**src/rtl/ccg_response_analyzer.sv**
```systemverilog
// Exhaustive stimulus generator and MISR response compactor for small combinational benchmark circuits.
// Walks x through every pattern, folds f into a signature and compares it against a golden value.
module ccg_response_analyzer #(
    parameter int                N_IN   = 5,
    parameter int                N_OUT  = 19,
    parameter logic [N_OUT-1:0]  POLY   = 19'h00027,
    parameter logic [N_OUT-1:0]  SEED   = 19'h00000,
    parameter int                SETTLE = 0
) (
    input  logic             clk,
    input  logic             rst,
    input  logic             start,
    output logic [N_IN-1:0]  x,
    input  logic [N_OUT-1:0] f,
    input  logic [N_OUT-1:0] expected,
    output logic             busy,
    output logic             done,
    output logic [N_OUT-1:0] signature,
    output logic             sig_valid,
    output logic             match
);

    localparam logic [1:0] ST_IDLE    = 2'd0;
    localparam logic [1:0] ST_SETTLE  = 2'd1;
    localparam logic [1:0] ST_CAPTURE = 2'd2;

    // With no settle time each pattern is a single CAPTURE cycle.
    localparam logic [1:0]      ST_PATTERN = (SETTLE == 0) ? ST_CAPTURE : ST_SETTLE;
    localparam logic [3:0]      WAIT_LAST  = (SETTLE == 0) ? 4'd0 : 4'(SETTLE - 1);
    localparam logic [N_IN-1:0] X_LAST     = '1;

    logic [1:0]       state_reg, state_next;
    logic [3:0]       wait_reg, wait_next;
    logic [N_IN-1:0]  x_reg, x_next;
    logic [N_OUT-1:0] sig_reg, sig_next;
    logic             done_reg, done_next;
    logic             valid_reg, valid_next;
    logic [N_OUT-1:0] misr_next;

    // Shift left, fold the MSB back through the taps, and absorb the response.
    for (genvar gi = 0; gi < N_OUT; gi++) begin : g_misr
        if (gi == 0) begin : g_lsb
            assign misr_next[gi] = (sig_reg[N_OUT-1] & POLY[gi]) ^ f[gi];
        end else begin : g_upper
            assign misr_next[gi] = sig_reg[gi-1] ^ (sig_reg[N_OUT-1] & POLY[gi]) ^ f[gi];
        end
    end

    always_comb begin
        state_next = state_reg;
        wait_next  = wait_reg;
        x_next     = x_reg;
        sig_next   = sig_reg;
        done_next  = 1'b0;
        valid_next = valid_reg;
        case (state_reg)
            ST_IDLE: begin
                if (start) begin
                    state_next = ST_PATTERN;
                    wait_next  = 4'd0;
                    x_next     = '0;
                    sig_next   = SEED;
                    valid_next = 1'b0;
                end
            end
            ST_SETTLE: begin
                if (wait_reg == WAIT_LAST) begin
                    wait_next  = 4'd0;
                    state_next = ST_CAPTURE;
                end else begin
                    wait_next = wait_reg + 4'd1;
                end
            end
            ST_CAPTURE: begin
                sig_next = misr_next;
                if (x_reg == X_LAST) begin
                    state_next = ST_IDLE;
                    done_next  = 1'b1;
                    valid_next = 1'b1;
                end else begin
                    x_next     = x_reg + 1'b1;
                    state_next = ST_PATTERN;
                end
            end
            default: state_next = ST_IDLE;
        endcase
    end

    always_ff @(posedge clk) begin
        if (rst) begin
            state_reg <= ST_IDLE;
            wait_reg  <= 4'd0;
            x_reg     <= '0;
            sig_reg   <= SEED;
            done_reg  <= 1'b0;
            valid_reg <= 1'b0;
        end else begin
            state_reg <= state_next;
            wait_reg  <= wait_next;
            x_reg     <= x_next;
            sig_reg   <= sig_next;
            done_reg  <= done_next;
            valid_reg <= valid_next;
        end
    end

    assign x         = x_reg;
    assign busy      = (state_reg != ST_IDLE);
    assign done      = done_reg;
    assign signature = sig_reg;
    assign sig_valid = valid_reg;
    assign match     = valid_reg && (sig_reg == expected);

endmodule

```
**config.mk**
```make
export PLATFORM = sky130hd
export DESIGN_NAME = ccg_response_analyzer
export DESIGN_NICKNAME = d
export VERILOG_FILES = /design/src/rtl/ccg_response_analyzer.sv
export SDC_FILE = /design/constraint.sdc
export NUM_CORES = 1
export LEC_CHECK = 0
export CORE_MARGIN = 2
export CORE_UTILIZATION = 41
export CTS_BUF_LIST = sky130_fd_sc_hd__clkbuf_4 sky130_fd_sc_hd__clkbuf_8 sky130_fd_sc_hd__clkbuf_16
export DETAILED_ROUTE_END_ITERATION = 8
export PLACE_DENSITY_LB_ADDON = 0.1
export SYNTH_ARGS = -nofsm -noshare
export SYNTH_HDL_FRONTEND = slang
export SYNTH_SLANG_ARGS = --single-unit
```
**constraint.sdc**
```tcl
create_clock -name clk -period 2.1 [get_ports clk]
set_input_delay 0.42 -clock clk [delete_from_list [all_inputs] [get_ports clk]]
set_output_delay 0.42 -clock clk [all_outputs]
set_load 0.01 [all_outputs]
```
==> results of run 1 <==
## cells in the mapped netlist, types with 3 or more instances
library cell  instances
xor2_1               28
dfxtp_1              27
a21oi_1              26
nor2_1               25
nor3b_1              24
xnor2_1              16
clkbuf_1              8
buf_2                 5
nand2b_1              3
## layer usage
| layer | GRT usage [%] | vias up | share of wire, % |
|---|---|---|---|
| met3 | 3.08 | 4 | 6.1 |
| met4 | 5.99 | 0 | 1.1 |
| met5 | 0 | - | 0 |
| met2 | 32.1 | 46 | 48 |
| li1 | - | 738 | - |
| met1 | 24.4 | 670 | 45 |
## per-stage QoR
step / hold WS, ns / TNS, ns / power [µW] / worst slack, ns / utilization, %
global placement: 0.477 / -0.569 / 890 / -0.569 / 64.0
floorplan: 0.493 / 0 / 726 / 0.371 / -
finish: 0.516 / 0 / 1190 / 0.114 / 66.6
global route: 0.566 / 0 / 1260 / 0.00334 / 66.6
detailed placement: 0.510 / -0.546 / 896 / -0.546 / 64.0
CTS: 0.525 / 0 / 1200 / 0.00868 / 65.3
## final cells by class
type | instances | area [µm²]
Fill cell | 327 | 1210
Clock buffer | 3 | 41.3
Tap cell | 48 | 60.1
Sequential cell | 27 | 541
Timing Repair Buffer | 83 | 805
Multi-Input combinational cell | 137 | 966
Clock inverter | 1 | 7.51
## kinds of logic (layout without fill, tap and decap cells)
group / after synthesis / count (layout) / synth area share, %
and+or+nand+nor: 63 / 63 / 23.9
xor gates and xnor gates: 44 / 44 / 25.1
muxes: 2 / 2 / 1.46
adders and majority gates: 2 / 2 / 1.63
AOI/OAI and AO/OA: 26 / 26 / 8.46
DFF: 27 / 27 / 35.2
buffers and inverters: 14 / 87 / 4.31
## where the power goes
group	switching, µW	internal, µW
clock network	168	135
registers	22.4	536
logic	141	190
## worst register-to-register path: cells and delay by family (launching register included)
family	cells	cell delay (ns)
flops	1	0.41
compound gates	1	0.14
mux	1	0.36
simple gates	2	0.22
fa+ha+maj	2	0.47
## what timing repair did
item                                    CTS  global route
gates resized for setup                   8            12
endpoints found under the setup margin    1             1
endpoints found under the hold margin     0             0
pin swaps                                 4             6
## final timing paths
check,to,slack (ns),start,depth (start not counted)
setup / recovery,match,0.11,expected[0],6
hold / removal,sig_valid,0.52,sig_valid,2
setup reg to reg,x[4],0.39,x[0],6
hold reg to reg,sig_valid,0.52,sig_valid,2
==> summary.md, run 1 <==
| Metric | Value |
|---|---|
| Ports | 69 |
| Core ar. | 3630 µm² |
| Worst skew pair latency | 0.27 ns |
| Top_reg_cell synth | dfxtp_1 |
| Clk root buf | clkbuf_8 |
| Synth cell types | 20 |
| CTS clk-pin slew, worst paths | approximately 0.1 ns |
| Clock Tree Buf Depth | 2 |
| Fin cells | roughly 300 |
| Final ANT Viol Nets | 0 |
| #FFs+latches synth | 27 |
| PwrDens | about 490 nW/µm² |
| Placed wire-length estimate | between 2000 and 3000 µm |
| Placed Cells | between 200 and 300 |
| Clock sink count | 27 |
| Final wirelength | ~3900 µm |
| P_leak | 0.00101 µW |
| Endpoint type of the worst setup path | output port |
| ANT cells | 0 |
| Fin crit period | a little under 2 ns |
| Area Overhead vs Synth | 57.4% |
| Synthesized area per cell | ~8.6 µm² |
| Post-CTS setup buffers | 0 |
| First-pass GRT wire length | 6360 µm |
| Cell Rows | 22 |
| Critical Path AT | 1.57 ns |
| Max-cap violations | 0 |
| Crit-path slowest cell | clkdlybuf4s50_1 |
| CTS tree | done |
| DR pass1 iterations | 4 |
| Worst hold path type | reg -> reg |
| Net count after synthesis | 221 |
| GPL Wtd Cong | 0.710 |
| IR drop worst, VDD | about 0.26 mV |
| Largest register FFs | 19 |
| Ys async rst share | 0% |
| Initial core utilization | 42.3% |
| Ys Warns | 0 |
| Tot GR Track Use | 18.9% |
| F_max | about 0.5 GHz |
| Gate count of the mapped netlist | ~180 |
| Setup Viol. Count Final | 0 |
| Slew margin rel. | 67.6% |
| Total die area | about 4300 µm² |
| Top post-synthesis cells by area | dfxtp_1 (35%), xor2_1 (16%), nor3b_1 (12%) |
| Most common cell after layout, fill and taps aside | clkdlybuf4s50_1 |
| Cell Area, Synth | 1540 µm² |
| Post-Layout Inst Area | 2420 µm² |
| Cts bufs inserted | 3 |
| WP data required | 1.68 ns |
| Hold-fix buffers, CTS | 0 |
| Final Max Slew Viols | 0 |
| DR vias | 1458 |
| Largest net degree at the start of global routing | 52 |
| Post-synth EDFFs | 0 |
| Die W | 65.2 µm |
| Outcome | finished, final reports clean |
| DRT iter0 DRCs | 34 |
| Htree depth | 1 |
| Slowest stage delay, CP | 0.41 ns |
| Initial antenna violation count | 0 |
| CP cell instances | clkdlybuf4s50_1 -> xor2_1 -> nor4_2 -> nand3_1 -> nor3_2 -> buf_2 |
| Final Hold Viols | 0 |
| Die H | 65.2 µm |
| Critical path fanouts, max | 1 |
| Nets | roughly 300 |
| Total global routing overflow | 0 |
| DRC violations left | 0 |
| Via/cell ratio | slightly below 5 |
| Most frequent cells in the layout | clkdlybuf4s50_1 (56), dfxtp_1 (27), a21oi_1 (26) |
| Port Buf Inserts | between 60 and 70 |
| Post-route clock skew | 0.00863 ns |
| Worst Tran Pin Value | 0.486 ns |
| Crit path kind | in -> out |
| Final worst path period share | 94.6% |
| Vias in the first global route | 1459 |
| Leading area contributor after synthesis | dfxtp_1 |
| Drt wl/cell | between 10 and 15 µm |
| Startpoint types | primary input |
| Number of buffer and inverter stages on the critical path | 2 |
| Placed Area | 2320 µm² |
| CP delay by family, top | buffers and inverters |
| RSZ-0062 raised after global routing | false |
| Share of layout cells above drive strength 1 | 11.6% |
| Post-synth top area share | between 30% and 40% |
| Register area share after synthesis | 35.2% |
Power figures use the tool's default switching activity.
==> run 2, diff against run 1 <==
--- a/config.mk
+++ b/config.mk
@@ -8,6 +8,7 @@
 export CORE_MARGIN = 2
 export CORE_UTILIZATION = 41
 export CTS_BUF_LIST = sky130_fd_sc_hd__clkbuf_4 sky130_fd_sc_hd__clkbuf_8 sky130_fd_sc_hd__clkbuf_16
+export CTS_CLUSTER_SIZE = 10
 export DETAILED_ROUTE_END_ITERATION = 8
 export PLACE_DENSITY_LB_ADDON = 0.1
 export SYNTH_ARGS = -nofsm -noshare
==> results of run 2 <==
Final layout, timing and power as in run 1 (identical DEF).
==> run 3, diff against run 2 <==
--- a/config.mk
+++ b/config.mk
@@ -6,8 +6,9 @@
 export NUM_CORES = 1
 export LEC_CHECK = 0
 export CORE_MARGIN = 2
-export CORE_UTILIZATION = 41
+export CORE_UTILIZATION = 45
 export CTS_BUF_LIST = sky130_fd_sc_hd__clkbuf_4 sky130_fd_sc_hd__clkbuf_8 sky130_fd_sc_hd__clkbuf_16
+export CTS_CLUSTER_DIAMETER = 100
 export CTS_CLUSTER_SIZE = 10
 export DETAILED_ROUTE_END_ITERATION = 8
 export PLACE_DENSITY_LB_ADDON = 0.1
==> constraint.sdc (replaced) <==
create_clock -name clk -period 2.3 [get_ports clk]
set_input_delay 0.46 -clock clk [delete_from_list [all_inputs] [get_ports clk]]
set_output_delay 0.46 -clock clk [all_outputs]
set_load 0.01 [all_outputs]
==> summary.md, run 3 (synthesis gave the netlist of run 1 again) <==
| Metric | Value |
|---|---|
| Outcome | finished, final reports clean |
| Core ar. | between 3000 and 4000 µm² |
| GPL Wtd Cong | 0.771 |
| Final ANT Viol Nets | 0 |
| DR pass1 iterations | 4 |
| Max-cap violations | 0 |
| Setup WS post-layout | 0.0992 ns |
| Clock sink count | 27 |
| Ports | 69 |
| IR drop worst, VDD | 0.285 mV |
| Via/cell ratio | 4.91 |
| Post-route clock skew | 0.00253 ns |
| Placed Cells | 282 |
| Startpoint types | primary input |
| DRT iter0 DRCs | 51 |
| Final wirelength | 3720 µm |
| CP cell instances | clkdlybuf4s50_1 -> xor2_1 -> nor4_2 -> nand3_1 -> nor3_2 -> buf_2 |
| Cts bufs inserted | 3 |
| Share of layout cells above drive strength 1 | 5.83% |
| Final Max Slew Viols | 0 |
| Cell Rows | 21 |
| First-pass GRT wire length | 6190 µm |
| Largest register FFs | 19 |
| ANT cells | 0 |
| Initial antenna violation count | 0 |
| Endpoint type of the worst setup path | output port |
| Largest net degree at the start of global routing | 52 |
| Initial core utilization | a little under half |
| Nets | 284 |
| Final worst path period share | 95.7% |
| Crit-path slowest cell | clkdlybuf4s50_1 |
| CTS tree | done |
| Clock Tree Buf Depth | 2 |
| Die H | approximately 62 µm |
| Total Power | roughly 1000 µW |
| PwrDens | about 440 nW/µm² |
| Setup Viol. Count Final | 0 |
| Slowest stage delay, CP | 0.42 ns |
| Port Buf Inserts | 68 |
| Crit path kind | in -> out |
| Final Hold Viols | 0 |
| Critical Path AT | 1.74 ns |
| Fin cells | 286 |
| F_max | 0.454 GHz |
| WP data required | 1.84 ns |
| Utilization after layout | 68.6% |
| Hold-fix buffers, CTS | 0 |
| Die W | ~62 µm |
| Placed wire-length estimate | approximately 2700 µm |
| Clk root buf | clkbuf_4 |
| Worst hold path type | reg -> reg |
| Area Overhead vs Synth | 47.7% |
| DRC violations left | 0 |
| Total global routing overflow | 0 |
| Tot GR Track Use | 19.4% |
| CTS clk-pin slew, worst paths | approximately 0.15 ns |
| Most common cell after layout, fill and taps aside | clkdlybuf4s50_1 |
| Worst Tran Pin Value | 0.465 ns |
| Critical path fanouts, max | 1 |
| Dpl ws | -0.441 ns |
| RSZ-0062 raised after global routing | false |
| Total die area | 3900 µm² |
| Most frequent cells in the layout | clkdlybuf4s50_1 (66), xor2_1 (28), dfxtp_1 (27) |
| Drt wl/cell | between 10 and 15 µm |
| P_leak | 0.000875 µW |
| Hold Slack | 0.509 ns |
| Htree depth | 1 |
| Fin crit period | 2.20 ns |
| Slew margin rel. | 69.0% |
| Worst skew pair latency | 0.32 ns |
| DR vias | 1405 |
| Vias in the first global route | between 1000 and 1500 |
[run 3: path summary, 6_finish.rpt]
check | start | end | slack, ns | depth (start not counted)
hold reg to reg | sig_valid | sig_valid | 0.51 | 2
setup reg to reg | x[0] | x[1] | 0.54 | 6
hold / removal | sig_valid | sig_valid | 0.51 | 2
setup / recovery | expected[4] | match | 0.1 | 6
[run 3: layout make-up]
type | instances | area, µm²
tap | 46 | 57.6
clock inverter | 1 | 5.00
fill | 296 | 1040
clock buffer | 3 | 22.5
timing repair buffer | 72 | 708
sequential | 27 | 541
multi-input combinational | 137 | 937
[run 3: critical path: cells and delay by family]
family | cells | cell delay (ns)
xor+xnor | 1 | 0.16
buf+inv | 2 | 0.57
simple gates | 3 | 0.55
[run 3: report_power, final]
part / leakage [µW] / switching [µW] / internal (µW) / total, µW
registers: 0.000220 / 26.2 / 490 / 516
logic: 0.000638 / 115 / 162 / 277
clock network: 0.0000177 / 144 / 65.2 / 209
[run 3: metrics by stage]
step,TNS [ns],area [µm²]
after CTS,0,2270
final,0,2270
after global routing,0,2270
after global placement,-0.413,2240
after floorplan,0,1540
after detailed placement,-0.441,2240
[run 3: layer usage]
layer | vias to the layer above | global-route usage (%) | wire [µm]
met1 | 647 | 23.3 | 1640
met4 | 0 | 5.00 | 36
li1 | 715 | - | -
met2 | 39 | 35.1 | 1840
met5 | - | 0 | 0
met3 | 4 | 4.14 | 200
[run 3: repair_timing]
item,CTS,global route
pin swaps,2,3
endpoints found under the setup margin,1,1
resized for setup,5,1
buffers inserted,0,0
